===== src/rtl/tx_flow_ctrl_inserter_if.sv =====
// ============================================================================
// Module   : tx_flow_ctrl_inserter_if
// Brief    : Request/frame-code bundle between flow-control sources, the
//            frame-code inserter and the TX framer.
// Revision : 1.0
// ============================================================================
`default_nettype none

interface tx_flow_ctrl_inserter_if;
  logic        sof;
  logic        tx_aligned;
  logic        local_pause_req;
  logic        local_retrans_req;
  logic        data_valid;
  logic [17:0] code;
  logic        data_ready;
  logic        ctrl_busy;
  logic        retrans_pending;

  // Driver side: request sources and framer strobes
  modport master (
    output sof, tx_aligned, local_pause_req, local_retrans_req, data_valid,
    input  code, data_ready, ctrl_busy, retrans_pending
  );

  // Inserter side
  modport slave (
    input  sof, tx_aligned, local_pause_req, local_retrans_req, data_valid,
    output code, data_ready, ctrl_busy, retrans_pending
  );
endinterface

`default_nettype wire


===== src/rtl/tx_flow_ctrl_inserter.sv =====
// ============================================================================
// Module   : tx_flow_ctrl_inserter
// Brief    : Picks the 18-bit frame code (data, IDLE, PAUSE or RETRANS burst)
//            for every TX frame slot announced by sof.
// Revision : 1.0
// ============================================================================
`default_nettype none

module tx_flow_ctrl_inserter #(
  parameter int PAUSE_MIN   = 12,
  parameter int RETRANS_LEN = 12,
  parameter int RECOVER_LEN = 20
) (
  input  wire                     clk,
  input  wire                     rst_n,
  tx_flow_ctrl_inserter_if.slave  bus
);

  localparam logic [17:0] C_CODE_IDLE    = {2'b10, 16'h0001};
  localparam logic [17:0] C_CODE_PAUSE   = {2'b10, 16'h0010};
  localparam logic [17:0] C_CODE_RETRANS = {2'b10, 16'h1000};
  localparam logic [17:0] C_CODE_DATA    = {2'b01, 16'h0000};
  localparam logic [4:0]  C_PAUSE_MIN    = 5'(PAUSE_MIN);
  localparam logic [4:0]  C_RETRANS_LEN  = 5'(RETRANS_LEN);
  localparam logic [4:0]  C_RECOVER_LEN  = 5'(RECOVER_LEN);

  typedef enum logic [1:0] {
    ST_NORMAL  = 2'd0,
    ST_PAUSE   = 2'd1,
    ST_RETRANS = 2'd2,
    ST_RECOVER = 2'd3
  } state_t;

  state_t      r_state;
  state_t      w_state_nxt;
  logic [4:0]  r_cnt;
  logic [4:0]  w_cnt_nxt;
  logic [4:0]  w_cnt_inc;
  logic [17:0] r_code;
  logic [17:0] w_code_nxt;
  logic        r_data_ready;
  logic        w_data_ready_nxt;
  logic        r_ctrl_busy;
  logic        r_retrans_pending;
  logic        w_rtx_start;

  assign w_cnt_inc = (r_cnt == 5'd31) ? 5'd31 : r_cnt + 5'd1;

  always_comb begin
    w_state_nxt      = r_state;
    w_cnt_nxt        = r_cnt;
    w_code_nxt       = r_code;
    w_data_ready_nxt = r_data_ready;
    w_rtx_start      = 1'b0;
    if (bus.sof) begin
      // Regular frame unless a burst decision below overrides it
      w_code_nxt       = bus.data_valid ? C_CODE_DATA : C_CODE_IDLE;
      w_data_ready_nxt = bus.data_valid;
      unique case (r_state)
        ST_PAUSE: begin
          if (r_retrans_pending) begin
            w_rtx_start = 1'b1;
          end else if (r_cnt < C_PAUSE_MIN || bus.local_pause_req) begin
            w_code_nxt       = C_CODE_PAUSE;
            w_data_ready_nxt = 1'b0;
            w_cnt_nxt        = w_cnt_inc;
          end else begin
            w_state_nxt = ST_RECOVER;
            w_cnt_nxt   = 5'd1;
          end
        end
        ST_RETRANS: begin
          if (r_cnt < C_RETRANS_LEN) begin
            w_code_nxt       = C_CODE_RETRANS;
            w_data_ready_nxt = 1'b0;
            w_cnt_nxt        = w_cnt_inc;
          end else if (r_retrans_pending) begin
            w_rtx_start = 1'b1;
          end else if (bus.local_pause_req) begin
            w_state_nxt      = ST_PAUSE;
            w_code_nxt       = C_CODE_PAUSE;
            w_data_ready_nxt = 1'b0;
            w_cnt_nxt        = 5'd1;
          end else begin
            w_state_nxt = ST_RECOVER;
            w_cnt_nxt   = 5'd1;
          end
        end
        default: begin
          // NORMAL, and RECOVER which shares its burst-entry priority
          if (r_retrans_pending) begin
            w_rtx_start = 1'b1;
          end else if (bus.local_pause_req) begin
            w_state_nxt      = ST_PAUSE;
            w_code_nxt       = C_CODE_PAUSE;
            w_data_ready_nxt = 1'b0;
            w_cnt_nxt        = 5'd1;
          end else if (r_state == ST_RECOVER && r_cnt < C_RECOVER_LEN) begin
            w_cnt_nxt = w_cnt_inc;
          end else begin
            w_state_nxt = ST_NORMAL;
            w_cnt_nxt   = 5'd0;
          end
        end
      endcase
      if (w_rtx_start) begin
        w_state_nxt      = ST_RETRANS;
        w_code_nxt       = C_CODE_RETRANS;
        w_data_ready_nxt = 1'b0;
        w_cnt_nxt        = 5'd1;
      end
    end
  end

  always_ff @(posedge clk or negedge rst_n) begin
    if (!rst_n) begin
      r_state           <= ST_NORMAL;
      r_cnt             <= 5'd0;
      r_code            <= C_CODE_IDLE;
      r_data_ready      <= 1'b0;
      r_ctrl_busy       <= 1'b0;
      r_retrans_pending <= 1'b0;
    end else if (!bus.tx_aligned) begin
      r_state           <= ST_NORMAL;
      r_cnt             <= 5'd0;
      r_code            <= C_CODE_IDLE;
      r_data_ready      <= 1'b0;
      r_ctrl_busy       <= 1'b0;
      r_retrans_pending <= 1'b0;
    end else begin
      r_state      <= w_state_nxt;
      r_cnt        <= w_cnt_nxt;
      r_code       <= w_code_nxt;
      r_data_ready <= w_data_ready_nxt;
      r_ctrl_busy  <= (w_state_nxt != ST_NORMAL);
      // A new request wins over the clear so a coincident pulse is not lost
      if (bus.local_retrans_req) begin
        r_retrans_pending <= 1'b1;
      end else if (w_rtx_start) begin
        r_retrans_pending <= 1'b0;
      end
    end
  end

  assign bus.code            = r_code;
  assign bus.data_ready      = r_data_ready;
  assign bus.ctrl_busy       = r_ctrl_busy;
  assign bus.retrans_pending = r_retrans_pending;

endmodule

`default_nettype wire


===== src/flat_wrapper.sv =====
// flat-port wrapper written by rule: the top's interface ports become plain ports
module tx_flow_ctrl_inserter_flat 
#(
  parameter int PAUSE_MIN   = 12,
  parameter int RETRANS_LEN = 12,
  parameter int RECOVER_LEN = 20
)
  (clk, rst_n, bus_sof, bus_tx_aligned, bus_local_pause_req, bus_local_retrans_req, bus_data_valid, bus_code, bus_data_ready, bus_ctrl_busy, bus_retrans_pending);
  tx_flow_ctrl_inserter_if bus_i ();
  input  wire clk;
  input  wire rst_n;
  input wire logic [$bits(bus_i.sof)-1:0] bus_sof;
  input wire logic [$bits(bus_i.tx_aligned)-1:0] bus_tx_aligned;
  input wire logic [$bits(bus_i.local_pause_req)-1:0] bus_local_pause_req;
  input wire logic [$bits(bus_i.local_retrans_req)-1:0] bus_local_retrans_req;
  input wire logic [$bits(bus_i.data_valid)-1:0] bus_data_valid;
  output wire logic [$bits(bus_i.code)-1:0] bus_code;
  output wire logic [$bits(bus_i.data_ready)-1:0] bus_data_ready;
  output wire logic [$bits(bus_i.ctrl_busy)-1:0] bus_ctrl_busy;
  output wire logic [$bits(bus_i.retrans_pending)-1:0] bus_retrans_pending;
  assign bus_i.sof = bus_sof;
  assign bus_i.tx_aligned = bus_tx_aligned;
  assign bus_i.local_pause_req = bus_local_pause_req;
  assign bus_i.local_retrans_req = bus_local_retrans_req;
  assign bus_i.data_valid = bus_data_valid;
  assign bus_code = bus_i.code;
  assign bus_data_ready = bus_i.data_ready;
  assign bus_ctrl_busy = bus_i.ctrl_busy;
  assign bus_retrans_pending = bus_i.retrans_pending;
  tx_flow_ctrl_inserter #(.PAUSE_MIN(PAUSE_MIN), .RETRANS_LEN(RETRANS_LEN), .RECOVER_LEN(RECOVER_LEN)) u_core (.clk(clk), .rst_n(rst_n), .bus(bus_i));
endmodule

===== config.mk =====
export PLATFORM = sky130hd
export DESIGN_NAME = tx_flow_ctrl_inserter_flat
export DESIGN_NICKNAME = d
export VERILOG_FILES = /design/src/rtl/tx_flow_ctrl_inserter_if.sv /design/src/rtl/tx_flow_ctrl_inserter.sv /design/src/flat_wrapper.sv
export SDC_FILE = /design/constraint.sdc
export NUM_CORES = 1
export LEC_CHECK = 0
export ABC_CLOCK_PERIOD_IN_PS = 2100
export CORE_ASPECT_RATIO = 0.9
export CORE_MARGIN = 4
export CORE_UTILIZATION = 40
export DETAILED_ROUTE_END_ITERATION = 6
export GPL_ROUTABILITY_DRIVEN = 1
export PLACE_DENSITY = 0.67
export SLEW_MARGIN = 0
export SYNTH_ARGS = -nofsm -noshare
export SYNTH_HDL_FRONTEND = slang
export SYNTH_SLANG_ARGS = --single-unit

===== constraint.sdc =====
create_clock -name clk -period 2.1 [get_ports clk]
set_input_delay 0.21 -clock clk [delete_from_list [all_inputs] [get_ports clk]]
set_output_delay 0.21 -clock clk [all_outputs]
set_load 0.05 [all_outputs]

==> impl_metrics.toml, run 1 <==
[clock_network]
cts_resized = 0
cts_tree = "yes"
postCtsSetupRepairBufs = 0
htreeDepth = 1
clk_latency_ns = 0.28
cts_root_buf = "clkbuf_4"
clkTransAtPathRegs_ns = 0.09
cts.sink_count = 14
cts_buffers = 3
hold_buffers = 0
clockBufferDepth = 2

[floorplanning]
die_w_um = 64.2
die_h_um = 58.6
core-area_sq_mm = 0.00273
die-area_sq_mm = 0.00376
io_pins = 28
start_util_pct = 41.7
rows = 18

[min_path]
hold_path.class = "input pin to async pin"

[drt]
routed_wl_mm = 2.67
antenna_left = 0
first_pass_iters = 4
drtIter0Drc = 85
viasPerCell = 5.70
wl_per_cell_um = 13.8
vias = 1100
drc_errors = 0

[worst_setup_path]
path_buf_inv = 2
crit_path_end_kind = "flip-flop"
cp.arrival_ns = 2.14
cp_top_family = "compound AO/OA/AOI/OAI gates"
slowest_delay_ns = 0.44
critical_path.slowest_cell = "a2111oi_2"
crit_chain = "inv_1 -> ha_1 -> buf_4 -> nand2_1 -> a31oi_1 -> a2111oi_2 -> o221ai_1"
worst_ep_required_time_ns = 2.25
worstSetupStartpointType = "flip-flop"
worst-path-max-fanout = 8
worstSetupPathType = "flip-flop to flip-flop"

[power]
p_leak_nw = 0.565
power_density_mw_per_mm2 = 617
ir_drop_uv = 389

[timing]
period_share_pct = 94.6
relSlewSlack_pct = 56.7
drv_slew = 0
final-setup-viol-count = 0
rsz0062_at_grt = "no"
fin_skew_ns = 0.000659
tightest_slew_ns = 0.647
hold_viol_final = 0
min_period_ns = 1.99
fin_tns_setup_ns = 0
timing.fmax_mhz = 503

[synthesis]
synthTopCellsByArea = "dfrtp_1 (26%), buf_4 (9.9%), a21oi_1 (5.3%)"
synthAdderAreaFrac_pct = 4.40
yosys.area_share.simple_pct = 18.4
yosys.area.top_type = "dfrtp_1"
synthArstFlopShare_pct = 100
synth_compound_area_share_pct = 30.5
syn_inst = 140
synth_area_sq_mm = 0.00114
synth_cell_types = 42
syn_avg_cell_area_sq_um = 8.12
ys_seq_area_share_pct = 31.0
synth-main-ff-cell = "dfrtp_1"
synth_top_area_share_pct = 26.4
ys_ff_latch = 14
yosysWarnings = 0
synth_edf_count = 0
synth_xor_area_share_pct = 0
synthMuxAreaShare_pct = 0
synth_top_family_by_area = "compound AO/OA/AOI/OAI gates"

[placement]
place.detailed.hpwl_mm = 2.00
dp_cells = 189
gp_congestion = 0.912
io_buffers = 14

[grt]
busiest_layer = "met2"
grt_pass1_vias = 964
antenna_found_initial = 0
grt_use_met1_pct = 20.2
use_met2_pct = 21.9
grt_max_degree = 16
grt_first_pass_wirelength_mm = 4.28
overflow = 0
grt.total_usage_pct = 14.3
grt_use_met3_pct = 1.72

[finish]
fin_cells = 193
area_growth_pct = 14.5
num_antenna_cells = 0
layout-drive-gt1-share_pct = 11.1
nets = 165

[job]
max_cap_violations = 0

[run_status]
status = "complete, no violations"
-- power by group --
part,switching (mW),internal (mW),leakage (nW),total [mW]
logic,0.208,0.0941,0.362,0.302
clock network,0.0909,0.105,0.0210,0.196
registers,0.0177,0.288,0.183,0.306
total,0.316,0.488,0.565,0.804
-- synthesized netlist by cell type, types with 2 or more instances --
cell type	n
a21o_1	3
a21oi_1	12
a2bb2oi_1	2
a31oi_1	4
and3_1	2
buf_4	15
clkbuf_1	3
dfrtp_1	12
dfstp_2	2
ha_1	4
inv_1	11
nand2_1	9
nand3_1	8
nor2_1	8
nor2b_1	3
nor3_1	3
nor4_1	2
o21ai_0	11
o221ai_1	3
-- layer usage --
layer / vias to the layer above / routed length [um]
met5: - / 0
met4: 0 / 29
met3: 4 / 191
met2: 59 / 1200
met1: 525 / 1250
li1: 512 / -
-- logic make-up (layout without fill, tap and decap cells) --
kind of cell	count (synthesis)	in the layout
AOI/OAI and AO/OA	48	48
adders and majority gates	4	4
buffers and inverters	31	32
DFF	14	14
other	1	13
and+or+nand+nor	42	42
-- cell usage in the layout, fill, tap and decap left out, drive strengths merged, types with 8 or more instances in the layout --
master / instances
conb: 13
clkdlybuf4s50: 13
a21oi: 13
dfrtp: 12
inv: 11
o21ai: 11
nand2: 10
nor2: 9
nand3: 8
-- worst paths after layout --
kind | from | endpoint | slack (ns) | cells after the start
max | u_core.r_state[0]$_DFF_PN0_ | u_core.bus.ctrl_busy$_DFF_PN0_ | 0.11 | 7
min | rst_n | u_core.r_state[1]$_DFF_PN0_ | 0.32 | 1
max reg2reg | u_core.r_state[0]$_DFF_PN0_ | u_core.bus.ctrl_busy$_DFF_PN0_ | 0.11 | 7
min reg2reg | u_core.bus.code[0]$_DFFE_PN1N_ | u_core.bus.code[0]$_DFFE_PN1N_ | 0.51 | 2
max in group asynchronous | rst_n | u_core.r_state[0]$_DFF_PN0_ | 1.37 | 1
min in group clk | u_core.bus.code[0]$_DFFE_PN1N_ | u_core.bus.code[0]$_DFFE_PN1N_ | 0.51 | 2
-- flip-flops by register name (all words and copies together), names as in the netlist --
signal	count
u_core.bus.retrans_pending	1
u_core.r_state	2
u_core.r_cnt	5
u_core.bus.code	5
u_core.bus.ctrl_busy	1
-- per-stage QoR --
| stage | power (mW) | cell area, sq um | hold WS (ns) | setup slack (ns) | util (%) |
|---|---|---|---|---|---|
| 2_1_floorplan | 0.549 | 1180 | -0.0856 | 0.343 | - |
| 3_3_place_gp | 0.605 | 1260 | 0.494 | 0.197 | 46.3 |
| 3_5_place_dp | 0.608 | 1260 | 0.504 | 0.139 | 46.3 |
| 4_1_cts | 0.806 | 1300 | 0.335 | 0.0753 | 47.6 |
| 5_1_grt | 0.845 | 1300 | 0.367 | 0.00183 | 47.8 |
| 6_report | 0.804 | 1300 | 0.320 | 0.113 | 47.8 |
-- area by class of cell --
type                    count  area, sq um
repair buffers             17          165
inverters                  11         41.3
flip-flops and latches     14          353
fillers                   267         1420
well taps                  40         50.0
clock buffers               4         36.3
multi-input cells         107          657
(Power assumes the default switching activity.)
==> run 2: changes to the inputs <==
--- a/config.mk
+++ b/config.mk
@@ -9,6 +9,7 @@
 export CORE_ASPECT_RATIO = 0.9
 export CORE_MARGIN = 4
 export CORE_UTILIZATION = 40
+export CTS_CLUSTER_SIZE = 14
 export DETAILED_ROUTE_END_ITERATION = 6
 export GPL_ROUTABILITY_DRIVEN = 1
 export PLACE_DENSITY = 0.67
==> results of run 2 <==
The final DEF is identical to that of run 1; final timing and power are the same.
